[src/rtl/icache_refill_pkg.sv]
// Shared definitions for the instruction-cache refill controller.
package icache_refill_pkg;

  localparam int   AddrLen     = 32;
  localparam int   RegLen      = 32;
  localparam logic ResetEnable = 1'b1;

  localparam int   ByteW       = 8;
  localparam int   WordBytes   = RegLen / ByteW;

  typedef enum logic [1:0] {
    IcIdle   = 2'd0,
    IcFetch  = 2'd1,
    IcRefill = 2'd2
  } ic_state_e;

endpackage

[src/rtl/icache_refill.sv]
// IF-side fetch controller: answers hits from the cache lookup in one cycle,
// and on a miss reads the word byte-by-byte from memory, writes it into the
// cache and returns it to IF.
module icache_refill
  import icache_refill_pkg::*;
(
  input  logic               clk,
  input  logic               rst,
  input  logic               req_valid,
  input  logic [AddrLen-1:0] req_addr,
  input  logic               flush,
  input  logic               hit,
  input  logic [RegLen-1:0]  hit_data,
  output logic [AddrLen-1:0] cache_addr,
  output logic               cache_replace,
  output logic [RegLen-1:0]  cache_wdata,
  output logic               resp_valid,
  output logic [RegLen-1:0]  resp_inst,
  output logic               busy,
  output logic               mem_req,
  output logic [AddrLen-1:0] mem_addr,
  input  logic               mem_grant,
  input  logic [ByteW-1:0]   mem_din
);

  ic_state_e                        state;
  logic [AddrLen-1:0]               base;
  logic [1:0]                       icnt;     // next byte to request
  logic                             idone;    // all bytes requested
  logic [1:0]                       rcnt;     // next byte lane to fill
  logic                             pend;     // a granted byte lands this cycle
  logic                             hit_vld;  // registered hit response
  logic [WordBytes-1:0][ByteW-1:0]  line_q;
  logic [WordBytes-1:0][ByteW-1:0]  word_next;
  logic                             issuing;
  logic                             granted;
  logic                             last_byte;

  assign issuing   = (state == IcFetch) && !idone;
  assign granted   = issuing && mem_grant;
  assign last_byte = pend && (rcnt == 2'd3);

  // Word as it will look once the byte arriving this cycle is dropped in.
  always_comb begin
    word_next       = line_q;
    word_next[rcnt] = mem_din;
  end

  // Lookup/write address: live PC while idle, the latched line otherwise.
  always_comb begin
    cache_addr = (state == IcIdle) ? (req_addr & ~AddrLen'(3)) : base;
  end

  assign mem_req       = issuing;
  assign mem_addr      = issuing ? (base | AddrLen'(icnt)) : '0;
  assign busy          = (state != IcIdle);
  assign cache_replace = (state == IcRefill);
  assign cache_wdata   = line_q;
  // A flush in the refill cycle still writes the (correct) word but kills the response.
  assign resp_valid    = hit_vld || ((state == IcRefill) && !flush);

  // Controller FSM: hit response, byte issue/capture counters and refill.
  always_ff @(posedge clk) begin
    if (rst == ResetEnable) begin
      state     <= IcIdle;
      base      <= '0;
      icnt      <= '0;
      idone     <= 1'b0;
      rcnt      <= '0;
      pend      <= 1'b0;
      hit_vld   <= 1'b0;
      resp_inst <= '0;
      line_q    <= '0;
    end else if (flush) begin
      state   <= IcIdle;
      icnt    <= '0;
      idone   <= 1'b0;
      rcnt    <= '0;
      pend    <= 1'b0;
      hit_vld <= 1'b0;
    end else begin
      hit_vld <= 1'b0;
      case (state)
        IcIdle: begin
          if (req_valid && hit) begin
            hit_vld   <= 1'b1;
            resp_inst <= hit_data;
          end
          if (req_valid && !hit) begin
            base  <= req_addr & ~AddrLen'(3);
            icnt  <= '0;
            idone <= 1'b0;
            rcnt  <= '0;
            pend  <= 1'b0;
            state <= IcFetch;
          end
        end
        IcFetch: begin
          if (granted) begin
            icnt <= icnt + 2'd1;
            if (icnt == 2'd3) idone <= 1'b1;
          end
          pend <= granted;
          if (pend) begin
            line_q <= word_next;
            rcnt   <= rcnt + 2'd1;
          end
          if (last_byte) begin
            resp_inst <= word_next;
            state     <= IcRefill;
          end
        end
        IcRefill: begin
          state <= IcIdle;
        end
        default: begin
          state <= IcIdle;
        end
      endcase
    end
  end

endmodule

[config.mk]
export PLATFORM = sky130hd
export DESIGN_NAME = icache_refill
export DESIGN_NICKNAME = d
export VERILOG_FILES = /design/src/rtl/icache_refill_pkg.sv /design/src/rtl/icache_refill.sv
export SDC_FILE = /design/constraint.sdc
export NUM_CORES = 1
export LEC_CHECK = 0
export CORE_ASPECT_RATIO = 1.25
export CORE_MARGIN = 2
export CORE_UTILIZATION = 39
export CTS_CLUSTER_DIAMETER = 80
export DETAILED_ROUTE_END_ITERATION = 10
export PLACE_DENSITY = 0.77
export SLEW_MARGIN = 10
export SYNTH_ARGS = -nofsm -noshare
export SYNTH_HDL_FRONTEND = slang
export SYNTH_SLANG_ARGS = --single-unit
[constraint.sdc]
create_clock -name clk -period 2 [get_ports clk]
set_clock_uncertainty 0.2 [all_clocks]
set_input_delay 0.5 -clock clk [delete_from_list [all_inputs] [get_ports clk]]
set_output_delay 0.5 -clock clk [all_outputs]
set_load 0.02 [all_outputs]
* After elaboration in Yosys (flattened, before gate mapping) *
Index checks and enable logic that the tools add are counted.

cells by class
  add/sub/neg operators = 2
  $mul = 0
  divide/modulo/power cells = 0
  order comparisons = 2
  equal/unequal tests = 10
  shift-type cells = 0
  mux-type cells = 22
  bitwise operators = 3
  reduce and logical (&&, ||, !) cells = 24

operators with widths
  operator                                                    number
  two-way mux 32 bit                                          4
  case mux 32 bit (2 select lines)                            1
  bitwise mux 32 bit                                          1
  bitwise OR 32 x 2 -> 32 bit                                 1
  demux 8 bit (select 2 bit)                                  1
  case mux 2 bit (2 select lines)                             3
  AND reduction 3 bit                                         4
  two-way mux 2 bit                                           5
  two-way mux 8 bit                                           1
  AND reduction 4 bit                                         2
  logical AND 1 bit                                           7
  equality test 2 bit, second input constant                  3
  inequality test 2 x 1 -> 1 bit, second input constant       3
  inequality test 2 bit, second input constant                3
  adder 2 x 1 -> 2 bit, second input constant                 2
  two-way mux 1 bit                                           4
  case mux 1 bit (2 select lines)                             2
  AND reduction 2 bit                                         2
  nonzero test 2 bit                                          2
  logical NOT 1 bit                                           3
  less-than comparator 2 x 3 -> 1 bit, second input constant  1
  OR reduction 3 bit                                          1
  equality test 2 x 1 -> 1 bit, second input constant         1
  >= comparator 2 x 1 -> 1 bit, second input constant         1
  4 further kinds                                             5

word-level totals
  flip-flop bits (word level) = 103
  latch bits = 0
  memory bits (writable) = 0
  ROM bits = 0
  input bits = 78
  output and inout port bits = 132
  word-level logic and storage cells = 75
  memories kept = 0

* Longest topological paths before layout *
Gate-level depths: netlist of the first run.

  depth after elaboration = 7
  mapped depth = 8
  gate-level depth less buffers = 6

* Least setup slack after synthesis of the first run *
Ideal clock, no wire load.

  kind = register to output
  start = register state[1]
  end = output mem_addr[22]
  data arrival time = 1.411 ns
  data required time = 1.300 ns
  setup slack = -0.111 ns
  cell stages (with the launch flop) = 5
  buffers on the path = 2
  path through = dfxtp_1 > buf_4 > nor3b_2 > clkbuf_1 > and2_1

between the ends
  cells in the longest elaborated chain, start to end = 3

RTL lines
  what                          RTL line             text
  from (decl)                   icache_refill.sv:26  ic_state_e state;
  from (signal assigned)        icache_refill.sv:65  state <= IcIdle;
  from (signal assigned)        icache_refill.sv:75  state <= IcIdle;
  from (signal assigned)        icache_refill.sv:95  state <= IcFetch;
  equality test 2 x 1 -> 1 bit  icache_refill.sv:39  assign issuing = (state == IcFetch) && !idone;
  logical AND 1 bit             icache_refill.sv:39
  named net mem_req             icache_refill.sv:20  output logic mem_req,
  two-way mux 32 bit            icache_refill.sv:55  assign mem_addr = issuing ? (base | AddrLen'(icnt)) : '0;
  to (decl)                     icache_refill.sv:21  output logic [AddrLen-1:0] mem_addr,

The timed path passes the listed nets, and every way through them passes these cells.

* Worst setup path in the final report of the first run *
  start = register state[1]
  end = output cache_addr[13]

between the ends
  cells in the longest elaborated chain, start to end = 2

RTL lines
  what                RTL line             text
  logical NOT 2 bit   icache_refill.sv:51  cache_addr = (state == IcIdle) ? (req_addr & ~AddrLen'(3)) : base;
  two-way mux 32 bit  icache_refill.sv:51
  to (decl)           icache_refill.sv:14  output logic [AddrLen-1:0] cache_addr,

Every way passes these cells.

==> qor.yml, run 1 <==
setup_path:
  arrival_ns: 1.61
  critPathLaunch: "state[1]"
  start_kind: "flop"
  crit_type: "reg2out"
  rr_startpoint: "rcnt[0]"
  critPathCaptureType: "output pin"
  required_ns: 1.30
  cp_max_fo: 8
floorplanning:
  die_area_sq_mm: 0.0139
  fp.dieW_microns: 106
  boundaryPins: 210
  die_h_microns: 131
  std_cell_rows: 46
  initial_core_util: 0.399
  core_sq_mm: 0.0127
final_layout:
  fin_area_sq_mm: 0.00795
  drive_gt1_frac: 0.252
  num_antenna_cells: 0
  regArea_sq_mm: 0.00207
  finalNonFillerCells: 1010
  area_delta_synth_final_pct: 57.3
  nets: 920
  multi_input_area_sq_mm: 0.00281
  fillCellCount: 1054
sta:
  max_slew_margin: 0.544
  finalHoldViolations: 0
  rsz0062_at_grt: "yes"
  maxSlewViolCount: 0
  min_period_ns: 2.31
  setup_slack_ns: -0.310
  setup-violations-final: 64
  worstMarginPinSlew_ns: 0.684
  max_freq_mhz: 433
  period_share: 1.15
  fin_tns_setup_ns: -14.72
grt:
  antenna_found_initial: 0
  grt-ovfl-total: 0
  track_usage: 0.238
  grt_pass1_vias: 5036
  grt_max_degree: 65
  grt_pass1_wl_microns: 26400
synth:
  synth_top_cell_area_share: 0.408
  synth_warnings: 0
  seq_area_frac_synth: 0.408
  synthCells: 626
  ys_top_cells_by_count: "nand2_1, dfxtp_1, a21oi_1"
  yosysTopAreaCell: "dfxtp_1"
  synth_most_common_cell: "nand2_1"
  avgSynthCellArea_sq_um: 8.07
  netlist_area_sq_mm: 0.00505
  synth-edff-count: 0
  async_flop_share: 0
  synth_seq_cells: 103
  synth_flop_cell: "dfxtp_1"
  yosysUniqueCellTypes: 34
  synth_area_leaders: "dfxtp_1, nand2_1, a21oi_1"
routing:
  ant_nets: 0
  drtIter0Drc: 263
  drt-pass1-iter-count: 5
  vias: 5225
  routedWlPerCell_microns: 16.9
  drcViolationCount: 0
  wl_microns: 17000
  via_per_inst: 5.17
clocking:
  cts_tree: "done"
  cts.sinks: 103
  clk_pin_slew_worst_paths_ns: 0.07
  clock_latency_ns: 0.33
  clockBufferDepth: 2
  htree_levels: 3
  numCtsBuffers: 9
  root_buffer: "clkbuf_16"
  postCtsHoldBufs: 0
power:
  power_mw: 4.73
  vdd_drop_max_v: 0.000429
  power.density_mw_per_mm2: 595
  leakage_nw: 3.50
placement:
  gp_congestion: 0.895
  io_buffers: 205
  dp_cells: 982
  postPlaceCellArea_sq_mm: 0.00744
  dp_worst_setup_slack_ns: -0.492
  dpl.hpwl_microns: 11900
outcome:
  status: "complete, but fails checks"
  violations: "setup timing"
worst_hold_path:
  min_path_type: "reg2reg"
  min_from: "resp_inst[31]"
flow_run:
  drv_cap: 0
## cell families (layout without fill, tap and decap cells)
family                     count (synthesis)  after routing  synth area share
and+or+nand+nor                          247            247             0.220
adders and majority gates                  5              5            0.0124
buffers and inverters                     67            282            0.0653
other                                      1              2          0.000742
muxes                                     62             62             0.130
AOI/OAI and AO/OA                        141            141             0.163
DFF                                      103            103             0.408
## state kept, by name, indices dropped and copies added (netlist names)
register and count:
resp_inst 32, base 30, hit_vld 1, icnt 2, cache_wdata 32, state 2
pend 1, idone 1, rcnt 2
## cell type report
| cell class | count | area share |
|---|---|---|
| Timing Repair Buffer | 261 | 0.318 |
| Multi-Input combinational cell | 457 | 0.353 |
| Clock inverter | 6 | 0.0107 |
| Inverter | 5 | 0.00236 |
| Tap cell | 168 | 0.0264 |
| Sequential cell | 103 | 0.260 |
| Clock buffer | 10 | 0.0288 |
## routing by layer
| layer | global-route usage | routed length (microns) | vias up |
|---|---|---|---|
| met1 | 0.272 | 6560 | 2424 |
| met5 | 0 | 0 | - |
| met3 | 0.0749 | 1460 | 29 |
| li1 | - | - | 2548 |
| met4 | 0.0797 | 415 | 0 |
| met2 | 0.416 | 8590 | 224 |
## layout by cell type (no fill, tap or decap), types with 3 or more instances in the layout
| cell | instances |
|---|---|
| o211ai_1 | 32 |
| nand2_1 | 163 |
| a21oi_1 | 100 |
| mux2_4 | 8 |
| buf_2 | 19 |
| mux2_2 | 22 |
| buf_12 | 7 |
| clkbuf_16 | 9 |
| buf_6 | 50 |
| inv_1 | 4 |
| dlymetal6s2s_1 | 18 |
| buf_4 | 45 |
| nor2_1 | 4 |
| dfxtp_2 | 3 |
| dlygate4sd2_1 | 47 |
| and2_1 | 4 |
| and2_4 | 29 |
| mux2i_1 | 32 |
| clkdlybuf4s50_1 | 73 |
| nand3_1 | 35 |
| dfxtp_1 | 99 |
| ha_1 | 4 |
## what timing repair did
action	CTS	global route
hold endpoints to repair	0	0
gates resized for setup	418	63
setup buffers	8	3
cloned	5	0
pin swaps	17	4
endpoints found under the setup margin	121	119
## power breakdown
group | internal [mW] | switching [mW] | total (mW)
Sequential | 2.10 | 0.0298 | 2.13
Clock | 1.09 | 0.752 | 1.85
Combinational | 0.373 | 0.382 | 0.755
Total | 3.56 | 1.16 | 4.73
## through the flow
| step | hold WS, ns | utilization |
|---|---|---|
| 6_report | 0.246 | 0.628 |
| 3_5_place_dp | 0.247 | 0.588 |
| 3_3_place_gp | 0.241 | 0.588 |
| 5_1_grt | 0.277 | 0.628 |
| 4_1_cts | 0.256 | 0.619 |
| 2_1_floorplan | 0.242 | - |
## path summary, 6_finish.rpt
check / end / slack [ns] / cells after the start
worst min register to register: resp_inst[31] / 0.25 / 2
worst max-delay path: cache_addr[13] / -0.31 / 4
worst min-delay path: resp_inst[31] / 0.25 / 2
worst max register to register: resp_inst[16] / 0.12 / 7
## critical path: stages (launching register included)
cell and delay [ns]:
dfxtp_4 0.37, nor2_4 0.19, buf_6 0.20, mux2_2 0.35, buf_4 0.17
No activity file was read; power rests on OpenSTA's default activity.
==> run 2, diff against run 1 <==
Settings changed: GPL_ROUTABILITY_DRIVEN set to 0, RECOVER_POWER set to 50.
==> run 2 against run 1 <==
The flow still finishes with violations (setup timing). Final cell count is the same. Critical path depth is the same. First-iteration DRC count grew 5.7%. Power shrank 0.28%. Register-to-register slack lost 0.20 ns. Worst hold slack gained 0.0030 ns. Largest power group unchanged. Via count grew 0.46%. Global-route usage is the same. Combinational power shrank 3%. Sequential cell count is the same. Die area is the same.
==> qor.yml, run 2 (synthesis results as in run 1) <==
setup_path:
  critPathTopFamily: "flip-flops"  # unchanged
  worst_r2r_path_depth: 6  # was 7
  crit_buf_inv: 2  # unchanged
  crit_type: "reg2out"  # unchanged
  rr_startpoint: "state[0]"  # was rcnt[0]
  cpPeakStageDelay_ns: 0.37  # about the same
  critPathCaptureType: "output pin"  # unchanged
  arrival_ns: 1.61  # about the same
  start_kind: "flop"  # unchanged
  crit_slowest_cell: "dfxtp_4"  # unchanged
  reg2reg_slack_ns: -0.08  # was 0.12 ns
  cp_max_fo: 8  # unchanged
  r2r-end: "rcnt[1]"  # was resp_inst[16]
  required_ns: 1.30  # about the same
  crit_chain: "nor2_4 -> buf_6 -> mux2_2 -> buf_4"  # unchanged
final_layout:
  fillCellCount: 1093  # was 1054
  num_antenna_cells: 0  # unchanged
  layout_commonest_cell: "nand2_1"  # unchanged
  regArea_sq_mm: 0.00207  # unchanged
  final_cell_mix: "nand2_1, a21oi_1, dfxtp_1"  # unchanged
  multi_input_area_sq_mm: 0.00279  # was 0.00281 sq mm
  area_delta_synth_final_pct: 53.8  # was 57.3%
  drive_gt1_frac: 0.248  # was 0.252
  nets: 920  # unchanged
  final_util: 0.614  # was 0.628
worst_hold_path:
  min_from: "resp_inst[31]"  # unchanged
  holdPathEnd: "resp_inst[31]"  # unchanged
  min_path_type: "reg2reg"  # unchanged
  hold_depth: 2  # unchanged
floorplanning:
  die_h_microns: 131  # unchanged
  core_sq_mm: 0.0127  # unchanged
  die_area_sq_mm: 0.0139  # unchanged
  initial_core_util: 0.399  # unchanged
  fp.dieW_microns: 106  # unchanged
  boundaryPins: 210  # unchanged
  std_cell_rows: 46  # unchanged
grt:
  grt-ovfl-total: 0  # unchanged
  grt_max_degree: 65  # unchanged
  grt_pass1_wl_microns: 26400  # unchanged
  use_met2: 0.416  # unchanged
  grt_pass1_vias: 5036  # unchanged
  antenna_found_initial: 0  # unchanged
  track_usage: 0.238  # unchanged
  grtUsageMet3: 0.0749  # unchanged
  grt_busiest_layer: "met2"  # unchanged
  use_met1: 0.272  # unchanged
power:
  power_mw: 4.72  # was 4.73 mW
  leakage_nw: 3.15  # was 3.50 nW
  power.density_mw_per_mm2: 606  # was 595 mW/mm^2
  vdd_drop_max_v: 0.000432  # was 0.000429 V
routing:
  drt-pass1-iter-count: 5  # unchanged
  drcViolationCount: 0  # unchanged
  vias: 5249  # was 5225
  routedWlPerCell_microns: 16.9  # about the same
  ant_nets: 0  # unchanged
  drtIter0Drc: 278  # was 263
  via_per_inst: 5.20  # was 5.17
  wl_microns: 17100  # was 17000 microns
flow_run:
  drv_cap: 0  # unchanged
sta:
  finalHoldViolations: 0  # unchanged
  min_period_ns: 2.31  # about the same
  setup_slack_ns: -0.311  # was -0.310 ns
  rsz0062_at_grt: "yes"  # unchanged
  setup-violations-final: 100  # was 64
  fin_tns_setup_ns: -19.41  # was -14.72 ns
  max_freq_mhz: 433  # about the same
  whs_ns: 0.249  # was 0.246 ns
  max_slew_margin: 0.552  # was 0.544
  period_share: 1.16  # was 1.15
  maxSlewViolCount: 0  # unchanged
  worstMarginPinSlew_ns: 0.672  # was 0.684 ns
clocking:
  clock_latency_ns: 0.34  # was 0.33 ns
  numCtsBuffers: 9  # unchanged
  cts.sinks: 103  # unchanged
  htree_levels: 3  # unchanged
  cts_tree: "done"  # unchanged
  clk_pin_slew_worst_paths_ns: 0.07  # about the same
  root_buffer: "clkbuf_16"  # unchanged
  clockBufferDepth: 2  # unchanged
placement:
  dpl.hpwl_microns: 11900  # unchanged
  dp_worst_setup_slack_ns: -0.492  # unchanged
  io_buffers: 205  # unchanged
outcome:
  violations: "setup timing"  # unchanged
  status: "complete, but fails checks"  # unchanged
run 2: report_power, final:
group | internal [mW] | switching (mW) | leakage, nW
sequential | 2.10 | 0.0303 | 0.837
combinational | 0.355 | 0.382 | 2.17
clock | 1.09 | 0.757 | 0.148
total | 3.55 | 1.17 | 3.15
run 2: timing repair:
action                                  4_1_cts  5_1_grt
cloned                                        5        0
pin swaps                                    17        4
buffers inserted                              8        3
hold buffers                                  0        0
endpoints found under the setup margin      121      119
gates resized for setup                     418       63
run 2: worst register-to-register path: stages (launching register included):
cell and delay [ns]:
dfxtp_2 0.36, buf_4 0.17, nor2b_4 0.24, buf_2 0.53, a21oi_1 0.19, a32oi_1 0.20, nor2_1 0.06
run 2: per-layer routing:
layer	part of all wire	up-vias
li1	-	2549
met1	0.38	2433
met2	0.50	237
met3	0.090	30
met4	0.024	0
met5	0	-
run 2: cell type report:
type / count / area share
Multi-Input combinational cell: 457 / 0.359
Timing Repair Buffer: 261 / 0.305
Sequential cell: 103 / 0.266
Clock buffer: 10 / 0.0294
Tap cell: 168 / 0.0270
Clock inverter: 6 / 0.0109
Inverter: 5 / 0.00241
run 2: per-stage QoR:
step	cells	area [sq um]
after floorplan	627	5060
after global placement	982	7440
after detailed placement	982	7440
after CTS	1011	7840
after global routing	1010	7780
final	1010	7780
run 2: worst max path at each step:
stage,start,end,depth (start not counted)
floorplan,state[1],mem_addr[22],4
global placement,req_addr[7],cache_addr[7],3
detailed placement,req_addr[7],cache_addr[7],3
CTS,state[1],cache_addr[17],5
global route,state[1],cache_addr[2],4
finish,state[1],cache_addr[13],4
==> run 3, diff against run 2 <==
Settings changed: CORE_ASPECT_RATIO 1.25 to 0.75, SETUP_SLACK_MARGIN set to 0.1.
Clock period 2 ns to 2.02 ns, I/O delays scaled along.
==> run 3 against run 2 <==
The run still ends with setup timing left. Non-clock buffer count is 31 higher. Register-to-register slack gained 0.08 ns. Utilization grew 9.2 points. Sequential share of layout area down 3.1 points. Sequential cell count stayed put. Critical endpoint is now mem_addr[28].
==> qor.yml, run 3 (synthesis results as in run 1) <==
floorplanning:
  core_sq_mm: 0.0125  # was 0.0127 sq mm
  die_area_sq_mm: 0.0139  # about the same
  fp.dieW_microns: 135  # was 106 microns
  initial_core_util: 0.405  # was 0.399
  std_cell_rows: 35  # was 46
  die_h_microns: 103  # was 131 microns
  boundaryPins: 210  # unchanged
outcome:
  status: "complete, but fails checks"  # unchanged
  violations: "setup timing"  # unchanged
power:
  leakage_nw: 3.76  # was 3.15 nW
  vdd_drop_max_v: 0.000477  # was 0.000432 V
  p_clk_frac: 0.375  # was 0.392
  comb_power_share: 0.192  # was 0.156
  power_mw: 4.86  # was 4.72 mW
  pwr-share-seq: 0.434  # was 0.452
  power.density_mw_per_mm2: 551  # was 606 mW/mm^2
  swShare: 0.266  # was 0.248
  p_switching_mw: 1.29  # was 1.17 mW
  cell_internal_pwr_mw: 3.56  # was 3.55 mW
sta:
  whs_ns: 0.256  # was 0.249 ns
  max_freq_mhz: 427
  fin_tns_setup_ns: -16.28  # was -19.41 ns
  finalHoldViolations: 0  # unchanged
  maxSlewViolCount: 0  # unchanged
  period_share: 1.16
  setup-violations-final: 65  # was 100
  rsz0062_at_grt: "yes"  # unchanged
  setup_slack_ns: -0.321  # was -0.311 ns
  min_period_ns: 2.34
placement:
  io_buffers: 205  # unchanged
  dpl.hpwl_microns: 12300  # was 11900 microns
  postPlaceCellArea_sq_mm: 0.00754  # was 0.00744 sq mm
  dp_worst_setup_slack_ns: -0.483  # was -0.492 ns
  dp_cells: 988  # was 982
final_layout:
  num_antenna_cells: 0  # unchanged
  layout_commonest_cell: "nand2_1"  # unchanged
  finalNonFillerCells: 1039  # was 1010
  drive_gt1_frac: 0.329  # was 0.248
  final_util: 0.707  # was 0.614
  nets: 951  # was 920
  area_delta_synth_final_pct: 74.5  # was 53.8%
  final_cell_mix: "nand2_1, dfxtp_1, buf_6"  # was nand2_1, a21oi_1, dfxtp_1
  fin_area_sq_mm: 0.00882  # was 0.00778 sq mm
clocking:
  clockBufferDepth: 2  # unchanged
  htree_levels: 3  # unchanged
  cts_tree: "done"  # unchanged
  cts.sinks: 103  # unchanged
  postCtsHoldBufs: 0  # unchanged
  clock_latency_ns: 0.34  # about the same
  numCtsBuffers: 9  # unchanged
  clk_pin_slew_worst_paths_ns: 0.07  # about the same
  root_buffer: "clkbuf_16"  # unchanged
grt:
  antenna_found_initial: 0  # unchanged
  grt_pass1_wl_microns: 27900  # was 26400 microns
  grt_pass1_vias: 5197  # was 5036
  grt_max_degree: 84  # was 65
  grt-ovfl-total: 0  # unchanged
  track_usage: 0.258  # was 0.238
routing:
  wl_microns: 21200  # was 17100 microns
  via_per_inst: 5.53  # was 5.20
  ant_nets: 0  # unchanged
  routedWlPerCell_microns: 20.4  # was 16.9 microns
  drcViolationCount: 0  # unchanged
  drt-pass1-iter-count: 5  # unchanged
  drtIter0Drc: 392  # was 278
  vias: 5744  # was 5249
worst_hold_path:
  hold_depth: 2  # unchanged
  min_path_type: "reg2reg"  # unchanged
setup_path:
  cp_max_fo: 7  # was 8
  arrival_ns: 1.64  # was 1.61 ns
  start_kind: "flop"  # unchanged
  worst_r2r_path_depth: 7  # was 6
  required_ns: 1.31  # was 1.30 ns
  critPathCaptureType: "output pin"  # unchanged
  crit_type: "reg2out"  # unchanged
flow_run:
  drv_cap: 0  # unchanged
## run 3: cell types whose count changed in the layout (fill, tap and decap cells not counted), sizes merged
cell           change
buf               +27
bufinv             -1
clkbuf            -12
clkdlybuf4s15      -1
clkdlybuf4s50      -2
clkinv             -1
dlygate4sd2       +18
dlymetal6s2s       +1
inv                +2
## run 3: per-layer routing
metal	up-vias	global-route usage	part of all wire
met2	250	0.412	0.48
met3	52	0.0477	0.066
met4	0	0.0970	0.032
li1	2620	-	-
met5	-	0	0
met1	2822	0.350	0.42
## run 3: worst max-delay path, stage by stage (launching register included)
cell and delay (ns):
dfxtp_4 0.37, nor3b_4 0.26, buf_6 0.17, buf_12 0.13
buf_4 0.11, and2_4 0.14, buf_6 0.11
## run 3: final timing paths
path	startpoint	endpoint	slack (ns)
worst max-delay path	state[0]	mem_addr[28]	-0.32
worst min-delay path	resp_inst[11]	resp_inst[11]	0.26
worst max register to register	rcnt[1]	resp_inst[5]	0
worst min register to register	resp_inst[11]	resp_inst[11]	0.26
## run 3: power groups by stage
stage	clock (mW)	sequential (mW)	combinational (mW)
3_3_place_gp	0	2.15	0.747
3_5_place_dp	0	2.15	0.761
6_report	1.82	2.11	0.930
4_1_cts	1.83	2.11	0.777
2_1_floorplan	0	2.18	0.314
5_1_grt	1.92	2.11	0.975
## run 3: cell type report
cell class              instances  area, sq um
clock buffers                  10          239
clock inverters                 6         67.6
fillers                       917         3660
inverters                       5         21.3
multi-input cells             457         3050
flip-flops and latches        103         2070
well taps                     166          208
repair buffers                292         3160
## run 3: timing repair
item                       in CTS  in global routing
cloned                          5                  9
setup endpoints to repair     187                162
pin swaps                       6                 19
resized for setup             463                146
buffers inserted               13                  8
